**src/rtl/pipeline_flow_ctrl_pkg.sv**
```systemverilog
`default_nettype none
// ============================================================================
// Module  : pipe_pkg
// Purpose : Shared constants, types and helpers for the pipeline flow
//           controller (PC / IF-ID ownership and stage valid tracking).
// Contents: XLEN, PC_INC, NOP_INSTR_DEF, stage_valid_t, align_target()
// Revision: 1.0 - initial release
// ============================================================================
package pipe_pkg;

  localparam int              XLEN          = 32;
  localparam logic [XLEN-1:0] PC_INC        = 32'd4;
  localparam logic [XLEN-1:0] NOP_INSTR_DEF = 32'h0000_0000;

  // Valid bits of the back-end stages owned by the flow controller.
  typedef struct packed {
    logic id_ex;
    logic ex_mem;
  } stage_valid_t;

  // Branch targets are forced word aligned before being loaded into the PC.
  function automatic logic [XLEN-1:0] align_target(input logic [XLEN-1:0] i_target);
    return {i_target[XLEN-1:2], 2'b00};
  endfunction

endpackage
`default_nettype wire

```
**src/rtl/pipeline_flow_ctrl_if.sv**
```systemverilog
`default_nettype none
// ============================================================================
// Module  : pipeline_flow_ctrl_if
// Purpose : Bundles the hazard-unit controls, instruction memory handshake
//           and pipeline state outputs of the flow controller.
// Modports:
//   master - hazard unit / datapath side: drives stall, ifflush, idflush,
//            exflush, branch_taken, branch_target, imem_rdata; observes the
//            PC, IF/ID contents, stage valids and perf counters.
//   slave  - flow controller side (mirror of master).
// Revision: 1.0 - initial release
// ============================================================================
interface pipeline_flow_ctrl_if #(
  parameter int CNT_W = 16
);
  import pipe_pkg::*;

  logic            stall;
  logic            ifflush;
  logic            idflush;
  logic            exflush;
  logic            branch_taken;
  logic [XLEN-1:0] branch_target;
  logic [XLEN-1:0] imem_rdata;
  logic [XLEN-1:0] imem_addr;
  logic [XLEN-1:0] if_id_pc4;
  logic [XLEN-1:0] if_id_instr;
  logic            if_id_valid;
  logic            id_ex_valid;
  logic            ex_mem_valid;
  logic [CNT_W-1:0] stall_count;
  logic [CNT_W-1:0] flush_count;

  modport master (
    output stall, ifflush, idflush, exflush, branch_taken, branch_target, imem_rdata,
    input  imem_addr, if_id_pc4, if_id_instr, if_id_valid, id_ex_valid, ex_mem_valid,
           stall_count, flush_count
  );

  modport slave (
    input  stall, ifflush, idflush, exflush, branch_taken, branch_target, imem_rdata,
    output imem_addr, if_id_pc4, if_id_instr, if_id_valid, id_ex_valid, ex_mem_valid,
           stall_count, flush_count
  );

endinterface
`default_nettype wire

```
**src/rtl/pipeline_flow_ctrl_sat_counter.sv**
```systemverilog
`default_nettype none
// ============================================================================
// Module  : sat_counter
// Purpose : W-bit up counter that sticks at its all-ones value.
// Ports   :
//   clk      in  1  clock
//   rst      in  1  synchronous active-high clear
//   i_inc    in  1  count this cycle
//   o_count  out W  current count
// Revision: 1.0 - initial release
// ============================================================================
module sat_counter #(
  parameter int W = 16
) (
  input  wire logic         clk,
  input  wire logic         rst,
  input  wire logic         i_inc,
  output logic [W-1:0]      o_count
);

  logic [W-1:0] r_count;

  always_ff @(posedge clk) begin
    if (rst) begin
      r_count <= '0;
    end else if (i_inc && (r_count != {W{1'b1}})) begin
      r_count <= r_count + 1'b1;
    end
  end

  assign o_count = r_count;

endmodule
`default_nettype wire

```
**src/rtl/pipeline_flow_ctrl.sv**
```systemverilog
`default_nettype none
// ============================================================================
// Module  : pipeline_flow_ctrl
// Purpose : Applies hazard-unit stall / flush / branch redirect to the PC,
//           the IF/ID register and the ID/EX, EX/MEM valid bits of a
//           5-stage MIPS pipeline; counts stall cycles and accepted IF
//           flushes.
// Ports   :
//   clk  in  1  clock, all state on rising edge
//   rst  in  1  synchronous active-high reset, overrides everything
//   bus  pipeline_flow_ctrl_if.slave
//        in : stall, ifflush, idflush, exflush, branch_taken,
//             branch_target[31:0], imem_rdata[31:0]
//        out: imem_addr[31:0], if_id_pc4[31:0], if_id_instr[31:0],
//             if_id_valid, id_ex_valid, ex_mem_valid,
//             stall_count[CNT_W-1:0], flush_count[CNT_W-1:0]
// Revision: 1.0 - initial release
// ============================================================================
module pipeline_flow_ctrl
  import pipe_pkg::*;
#(
  parameter logic [XLEN-1:0] RESET_PC  = 32'h0000_0000,
  parameter logic [XLEN-1:0] NOP_INSTR = NOP_INSTR_DEF,
  parameter int              CNT_W     = 16
) (
  input  wire logic          clk,
  input  wire logic          rst,
  pipeline_flow_ctrl_if.slave bus
);

  logic [XLEN-1:0] r_pc;
  logic [XLEN-1:0] r_if_id_instr;
  logic [XLEN-1:0] r_if_id_pc4;
  logic            r_if_id_valid;
  stage_valid_t    r_valid;

  logic [XLEN-1:0] w_pc_plus4;
  logic            w_flush_accept;
  logic [CNT_W-1:0] w_stall_count;
  logic [CNT_W-1:0] w_flush_count;

  // Natural 32-bit wrap takes 0xFFFF_FFFC to 0.
  assign w_pc_plus4 = r_pc + PC_INC;

  // A stalled cycle carries a stale ID branch decision, so the flush only
  // counts (and only applies) when the front end actually advances.
  assign w_flush_accept = bus.ifflush & ~bus.stall;

  always_ff @(posedge clk) begin
    if (rst) begin
      r_pc          <= RESET_PC;
      r_if_id_instr <= NOP_INSTR;
      r_if_id_pc4   <= '0;
      r_if_id_valid <= 1'b0;
      r_valid       <= '0;
    end else begin
      if (!bus.stall) begin
        r_pc        <= bus.branch_taken ? align_target(bus.branch_target) : w_pc_plus4;
        r_if_id_pc4 <= w_pc_plus4;
        if (bus.ifflush) begin
          r_if_id_instr <= NOP_INSTR;
          r_if_id_valid <= 1'b0;
        end else begin
          r_if_id_instr <= bus.imem_rdata;
          r_if_id_valid <= 1'b1;
        end
      end
      // Stall alone is enough to bubble ID/EX; EX/MEM is never held so the
      // load ahead of the stall drains.
      r_valid.id_ex  <= r_if_id_valid & ~(bus.stall | bus.idflush);
      r_valid.ex_mem <= r_valid.id_ex & ~bus.exflush;
    end
  end

  sat_counter #(.W(CNT_W)) u_stall_cnt (
    .clk     (clk),
    .rst     (rst),
    .i_inc   (bus.stall),
    .o_count (w_stall_count)
  );

  sat_counter #(.W(CNT_W)) u_flush_cnt (
    .clk     (clk),
    .rst     (rst),
    .i_inc   (w_flush_accept),
    .o_count (w_flush_count)
  );

  assign bus.imem_addr    = r_pc;
  assign bus.if_id_pc4    = r_if_id_pc4;
  assign bus.if_id_instr  = r_if_id_instr;
  assign bus.if_id_valid  = r_if_id_valid;
  assign bus.id_ex_valid  = r_valid.id_ex;
  assign bus.ex_mem_valid = r_valid.ex_mem;
  assign bus.stall_count  = w_stall_count;
  assign bus.flush_count  = w_flush_count;

endmodule
`default_nettype wire

```
**src/flat_wrapper.sv**
```systemverilog
// flat-port wrapper written by rule: the top's interface ports become plain ports
module pipeline_flow_ctrl_flat import pipe_pkg::*;
#(
  parameter logic [XLEN-1:0] RESET_PC  = 32'h0000_0000,
  parameter logic [XLEN-1:0] NOP_INSTR = NOP_INSTR_DEF,
  parameter int              CNT_W     = 16
)
  (clk, rst, bus_stall, bus_ifflush, bus_idflush, bus_exflush, bus_branch_taken, bus_branch_target, bus_imem_rdata, bus_imem_addr, bus_if_id_pc4, bus_if_id_instr, bus_if_id_valid, bus_id_ex_valid, bus_ex_mem_valid, bus_stall_count, bus_flush_count);
  pipeline_flow_ctrl_if #(.CNT_W(CNT_W)) bus_i ();
  input  wire logic clk;
  input  wire logic rst;
  input wire logic [$bits(bus_i.stall)-1:0] bus_stall;
  input wire logic [$bits(bus_i.ifflush)-1:0] bus_ifflush;
  input wire logic [$bits(bus_i.idflush)-1:0] bus_idflush;
  input wire logic [$bits(bus_i.exflush)-1:0] bus_exflush;
  input wire logic [$bits(bus_i.branch_taken)-1:0] bus_branch_taken;
  input wire logic [$bits(bus_i.branch_target)-1:0] bus_branch_target;
  input wire logic [$bits(bus_i.imem_rdata)-1:0] bus_imem_rdata;
  output wire logic [$bits(bus_i.imem_addr)-1:0] bus_imem_addr;
  output wire logic [$bits(bus_i.if_id_pc4)-1:0] bus_if_id_pc4;
  output wire logic [$bits(bus_i.if_id_instr)-1:0] bus_if_id_instr;
  output wire logic [$bits(bus_i.if_id_valid)-1:0] bus_if_id_valid;
  output wire logic [$bits(bus_i.id_ex_valid)-1:0] bus_id_ex_valid;
  output wire logic [$bits(bus_i.ex_mem_valid)-1:0] bus_ex_mem_valid;
  output wire logic [$bits(bus_i.stall_count)-1:0] bus_stall_count;
  output wire logic [$bits(bus_i.flush_count)-1:0] bus_flush_count;
  assign bus_i.stall = bus_stall;
  assign bus_i.ifflush = bus_ifflush;
  assign bus_i.idflush = bus_idflush;
  assign bus_i.exflush = bus_exflush;
  assign bus_i.branch_taken = bus_branch_taken;
  assign bus_i.branch_target = bus_branch_target;
  assign bus_i.imem_rdata = bus_imem_rdata;
  assign bus_imem_addr = bus_i.imem_addr;
  assign bus_if_id_pc4 = bus_i.if_id_pc4;
  assign bus_if_id_instr = bus_i.if_id_instr;
  assign bus_if_id_valid = bus_i.if_id_valid;
  assign bus_id_ex_valid = bus_i.id_ex_valid;
  assign bus_ex_mem_valid = bus_i.ex_mem_valid;
  assign bus_stall_count = bus_i.stall_count;
  assign bus_flush_count = bus_i.flush_count;
  pipeline_flow_ctrl #(.RESET_PC(RESET_PC), .NOP_INSTR(NOP_INSTR), .CNT_W(CNT_W)) u_core (.clk(clk), .rst(rst), .bus(bus_i));
endmodule
```
**config.mk**
```make
export PLATFORM = sky130hd
export DESIGN_NAME = pipeline_flow_ctrl_flat
export DESIGN_NICKNAME = d
export VERILOG_FILES = /design/src/rtl/pipeline_flow_ctrl_pkg.sv /design/src/rtl/pipeline_flow_ctrl_if.sv /design/src/rtl/pipeline_flow_ctrl_sat_counter.sv /design/src/rtl/pipeline_flow_ctrl.sv /design/src/flat_wrapper.sv
export SDC_FILE = /design/constraint.sdc
export NUM_CORES = 1
export LEC_CHECK = 0
export ABC_AREA = 1
export CORE_UTILIZATION = 50
export DETAILED_ROUTE_END_ITERATION = 10
export GPL_ROUTABILITY_DRIVEN = 0
export MAX_ROUTING_LAYER = met4
export PLACE_DENSITY = 0.85
export SLEW_MARGIN = 20
export SYNTH_ARGS = -nofsm -noshare
export SYNTH_HDL_FRONTEND = slang
export SYNTH_SLANG_ARGS = --single-unit
```
**constraint.sdc**
```tcl
create_clock -name clk -period 2.57 [get_ports clk]
set_clock_uncertainty 0.2 [all_clocks]
set_input_delay 0.514 -clock clk [delete_from_list [all_inputs] [get_ports clk]]
set_output_delay 0.514 -clock clk [all_outputs]
set_load 0.005 [all_outputs]
```
After elaboration in Yosys (flattened, before gate mapping)
Index checks and enable logic that the tools add are counted.
Cells by class
  $add $sub $neg: 3
  equal/unequal tests: 2
  mux-type cells: 3
  bitwise operators: 7
  reduce and logical (&&, ||, !) cells: 2
Operators by type and width (count)
  two-way mux 32 bit: 2
  adder 16 x 1 -> 16 bit, second input constant: 2
  adder 32 x 3 -> 32 bit, second input constant: 1
  inequality test 16 bit, second input constant: 2
  bitwise AND 1 bit: 3
  NOT 1 bit: 3
  logical AND 1 bit: 2
  two-way mux 1 bit: 1
  bitwise OR 1 bit: 1
Storage, ports and cells
  flip-flop bits (word level): 131
  bits of input ports: 71
  output and inout bits: 131
  logic and storage cells: 25

Logic depth before layout (Yosys ltp)
  depth after elaboration: 3
  depth in mapped cells: 10
  gate-level depth less buffers: 10

Cells and area by module
A second synthesis with hierarchy kept.
Second synthesis, totals
  cell total of the unflattened synthesis: 962
  area total of the unflattened synthesis: 6376.1 um2
By module, submodules not included
  pipeline_flow_ctrl: times used 1, cells an instance 664, area an instance 4516.8 um2, sequential area each 1901.8 um2
  sat_counter: times used 2, cells an instance 149, area an instance 929.6 um2, sequential area each 320.3 um2

Worst setup path after synthesis
Ideal clock, no wire load.
  path type: flip-flop to flip-flop
  start point: reg u_core.u_flush_cnt.r_count[0] (netlist: u_core.u_flush_cnt.o_count[0])
  end point: reg u_core.u_flush_cnt.r_count[1] (netlist: u_core.u_flush_cnt.o_count[1])
  setup time: 116 ps
  arrival time: 1417 ps
  required time: 2254 ps
  setup slack: 837 ps
  stages on the path, launching flop included: 10
  buffers on the path: 1
  clock period less this slack: 1733 ps
  cell sequence: dfxtp_1 > ha_1 > nand3_2 > nor3_2 > nand3_2 > nand2_4 > inv_2 > buf_6 > nor2_1 > nor2_1
Between the ends
  longest elaborated chain between the ends: 2
  elaborated cells on any way between the ends: 3
  those cells by class: 1 x add/sub; 1 x eq/ne; 1 x reduce/logical
RTL lines
  from (decl): line pipeline_flow_ctrl_sat_counter.sv:21  | logic [W-1:0] r_count;
  from (signal assigned): line pipeline_flow_ctrl_sat_counter.sv:27  | r_count <= r_count + 1'b1;
  parallel branches: the longest is 2 deep, another holds adder 16 x 1 -> 16 bit
Parallel ways; which one is timed is not known.
A chain may end at the register's enable or synchronous reset.

Worst setup path after layout
  start point: reg u_core.r_pc[4] (netlist: u_core.bus.imem_addr[4])
  end point: out bus_imem_addr[4]
RTL lines
  from (decl): line pipeline_flow_ctrl.sv:31  | logic [XLEN-1:0] r_pc;
  from (signal assigned): line pipeline_flow_ctrl.sv:58  | r_pc <= bus.branch_taken ? align_target(bus.branch_target) : w_pc_plus4;
  to (decl): line flat_wrapper.sv:19  | output wire logic [$bits(bus_i.imem_addr)-1:0] bus_imem_addr;
No word-level cell between the ends.

==> tab_implementation.tex <==
\begin{tabular}{lr}
\hline
Metric & Value \\
\hline
\multicolumn{2}{l}{\textbf{Run status}} \\
\quad Outcome & completed \\
\multicolumn{2}{l}{\textbf{Die}} \\
\quad Number of rows in the core area & 40 \\
\quad Die ar. & 0.0132 mm2 \\
\quad Core Region & 0.0122 mm2 \\
\quad Die Ht & 115 um \\
\quad Initial Utilization & 52.3\% \\
\quad Number of top-level pins & 202 \\
\quad Width of the die & around 110 um \\
\multicolumn{2}{l}{\textbf{Synth}} \\
\quad Mapped Cells & 958 \\
\quad Distinct cell type count after synthesis & 37 \\
\quad Cell taking the most area after synthesis & dfxtp\_1 \\
\quad Post-synth top area share & 39.8\% \\
\quad Register area share after synthesis & 39.8\% \\
\quad Mean instance size in the synthesized netlist & 6.66 um2 \\
\quad Share of async-settable or async-resettable flops after synthesis & 0\% \\
\quad Number of synthesized register bits & around 130 \\
\quad Total standard cell area after synthesis & 0.00638 mm2 \\
\quad Most instantiated flip-flop cell in the synthesis netlist & dfxtp\_1 \\
\quad Count of flip-flops with a built-in enable after synthesis & 0 \\
\quad Top post-synthesis cells by area & dfxtp\_1 (40\%), nand2\_1 (17\%), a21oi\_1 (8.7\%), nor2\_1 (6.6\%), inv\_1 (4.5\%) \\
\quad Count of warnings emitted by yosys & 0 \\
\multicolumn{2}{l}{\textbf{Placement}} \\
\quad Post-DP HPWL & 12900 um \\
\quad Port Buffers & 195 \\
\quad Post-place instance area & 0.00841 mm2 \\
\multicolumn{2}{l}{\textbf{Layout}} \\
\quad Reg area & 0.00254 mm2 \\
\quad Total area of multi-input combinational cells & 0.00332 mm2 \\
\quad Post-route cell area & 0.00900 mm2 \\
\quad Number of nets in the layout & 1207 \\
\quad Area added between synthesis and finish & 41.0\% \\
\quad Share of cells above drive strength 1 & 5.68\% \\
\quad Filler cell count & 1036 \\
\quad Diode insertion count for antenna repair & 0 \\
\multicolumn{2}{l}{\textbf{Timing}} \\
\quad Relative slew slack & 40.8\% \\
\quad Slew at the pin closest to its max-slew limit & 888 ps \\
\quad Time the worst path needs with I/O delays and setup & around 2200 ps \\
\quad Setup repair after global routing missed its margin & no \\
\quad Pins Over Slew Limit & 0 \\
\quad Final period utilization & between 80\% and 90\% \\
\quad Final number of setup-violating endpoints & 0 \\
\quad Setup tns final & 0 ps \\
\quad Max frequency & 453 MHz \\
\quad Final number of hold-violating endpoints & 0 \\
\multicolumn{2}{l}{\textbf{GRT}} \\
\quad Pin count of the biggest net entering global routing & around 90 \\
\quad Total congestion overflow & 0 \\
\quad Overall fraction of global-route tracks in use & 31.3\% \\
\quad Via count of the first global-routing pass & 6464 \\
\quad Wire length of the first global-routing pass & 31200 um \\
\quad Number of antenna violations at the first check in global routing & 0 \\
\multicolumn{2}{l}{\textbf{Setup path}} \\
\quad Critical-path top delay cell & clkdlybuf4s50\_1 \\
\quad Largest stage delay on the critical path & 580 ps \\
\quad Critical setup path kind & register to primary output \\
\quad Nature of the critical path endpoint & primary output \\
\quad Setup crit start kind & register \\
\quad Data required time of the critical path & between 1500 and 2000 ps \\
\quad CP Cell Sequence & clkdlybuf4s50\_1 \\
\quad Cell family with most CP delay & buffers and inverters \\
\quad Sum of buffers and inverters on the critical path & 1 \\
\quad Critical Path Fanout Max & 7 \\
\quad Worst Path Arrival & around 1500 ps \\
\multicolumn{2}{l}{\textbf{Pwr}} \\
\quad Power per unit of standard cell area & between 500 and 600 mW/mm2 \\
\quad Leakage power of the design & between 3 and 4 nW \\
\quad IR Drop Worst-Case VDD & 501 uV \\
\multicolumn{2}{l}{\textbf{CTS}} \\
\quad H-tree depth reported by CTS & 4 \\
\quad Later-pin clock latency in the skew report & 420 ps \\
\quad Clock buffers created by TritonCTS & 17 \\
\quad Clock root cell & clkbuf\_16 \\
\quad Number of sinks on the clock net & 127 \\
\quad Worst-case clock buffer depth & 2 \\
\quad Number of gates resized after CTS & 0 \\
\quad Clock tree from TritonCTS & yes \\
\quad Hold bufs inserted after CTS & 0 \\
\quad Clk slew on worst S/H paths & approximately 50 ps \\
\quad Post-CTS Setup Repair Bufs & 0 \\
\multicolumn{2}{l}{\textbf{Detailed routing}} \\
\quad Drc violations & 0 \\
\quad Wire per inst & 14.5 um \\
\quad Via count & 6880 \\
\quad 1st-iter DRT viols & 673 \\
\quad Post-Route WL & 19100 um \\
\quad Drt via density & 5.24 \\
\quad Antenna-violating nets left & 0 \\
\quad Length of the first detailed-routing pass in iterations & 5 \\
\multicolumn{2}{l}{\textbf{Job}} \\
\quad Maxcap violations & 0 \\
\multicolumn{2}{l}{\textbf{Hold path}} \\
\quad Min-Delay Path Class & register to register \\
\hline
\end{tabular}
## per-layer routing
layer  vias up  wire length [um]  track usage [%]  part of all wire [%]
met3        44              1560             8.43                   8.2
met4         0               533             12.9                   2.8
met2       295              8880             48.4                    47
met1      3137              8110             38.4                    43
li1       3404                 -                -                     -
met5         -                 0                -                     0
## state kept, by name (all words and copies together) (netlist names)
register	count
u_core.bus.ex_mem_valid	1
u_core.u_stall_cnt.o_count	16
u_core.bus.id_ex_valid	1
u_core.bus.if_id_valid	1
u_core.u_flush_cnt.o_count	16
u_core.bus.if_id_pc4	30
u_core.bus.if_id_instr	32
u_core.bus.imem_addr	30
## through the flow
stage | power (W) | util (%) | cells | hold slack (ps) | setup WS, ps
after floorplan | 0.00246 | - | 961 | 235 | 837
after global placement | 0.00281 | 68.8 | 1282 | 225 | 55.5
after detailed placement | 0.00283 | 68.9 | 1282 | 229 | 293
after CTS | 0.00524 | 73.7 | 1312 | 239 | 356
after global routing | 0.00542 | 73.7 | 1312 | 281 | 244
final | 0.00522 | 73.7 | 1312 | 239 | 364
## cells in the mapped netlist (5+ instances only)
master / count
clkbuf_1: 30
nor2_4: 7
nand4_1: 13
nor2_1: 112
buf_4: 5
a21oi_1: 111
nand3b_1: 5
xor2_1: 17
o21ai_1: 14
buf_2: 6
nand3_1: 34
o21ai_0: 52
buf_1: 5
xnor2_1: 10
dfxtp_1: 127
nand2_1: 282
inv_1: 77
nor3_1: 8
## cell type report
class | instances | share of cell area [%]
well taps | 168 | 2.34
repair buffers | 202 | 22.6
multi-input cells | 702 | 36.8
clock buffers | 24 | 5.35
clock inverters | 6 | 1.20
inverters | 83 | 3.46
flip-flops and latches | 127 | 28.2
## power breakdown
group / switching, W / leakage [nW] / internal [W]
Combinational: 0.000301 / 2.18 / 0.000341
Clock: 0.000840 / 0.286 / 0.00159
Sequential: 0.0000905 / 1.04 / 0.00206
Total: 0.00123 / 3.51 / 0.00399
## placed cells by master, fill, tap and decap left out, types with 2 or more instances in the layout
cell and instances:
nor2_4 8, xor2_1 17, o21ai_1 14, nand3b_1 5
xnor2_1 10, nor2_1 111, and2_1 3, clkbuf_8 3
nand2_1 282, nor3_1 8, inv_2 4, o211ai_1 2
clkdlybuf4s50_1 193, conb_1 4, buf_4 4, clkinv_1 2
nand4_1 13, bufinv_16 3, a21o_1 3, clkinv_2 2
inv_1 77, ha_1 3, clkbuf_16 17, buf_12 3
a21oi_1 111, nand2_2 4, nand3_1 34, o21ai_0 52
nand3_2 4, nor3_2 2, buf_2 2, nor2_2 4
dfxtp_1 127, clkbuf_1 4, nand2_4 2
## cells by family (layout without fill, tap and decap cells)
logic type | count (synthesis) | after routing | share of synthesized area (%)
and+or+nand+nor | 482 | 482 | 32.2
AOI/OAI and AO/OA | 185 | 185 | 14.8
buffers and inverters | 132 | 315 | 8.53
DFF | 127 | 127 | 39.8
xor gates and xnor gates | 28 | 28 | 3.96
adders and majority gates | 3 | 3 | 0.588
other | 1 | 4 | 0.0587
## worst register-to-register path, delay by kind of cell (launching register included)
kind | cells | cell delay [ps]
compound gates | 2 | 370
fa+ha+maj | 1 | 290
buf+inv | 1 | 60
flops | 1 | 360
simple gates | 4 | 820
## final timing paths
| check | slack [ps] | end | cells past startpoint | from |
|---|---|---|---|---|
| hold reg to reg | 240 | u_core.bus.ex_mem_valid | 2 | u_core.bus.id_ex_valid |
| hold / removal | 240 | u_core.bus.ex_mem_valid | 2 | u_core.bus.id_ex_valid |
| setup / recovery | 360 | bus_imem_addr[4] | 1 | u_core.bus.imem_addr[4] |
| setup reg to reg | 390 | u_core.u_stall_cnt.o_count[8] | 8 | u_core.u_stall_cnt.o_count[0] |
No activity file was read; power rests on OpenSTA's default activity.
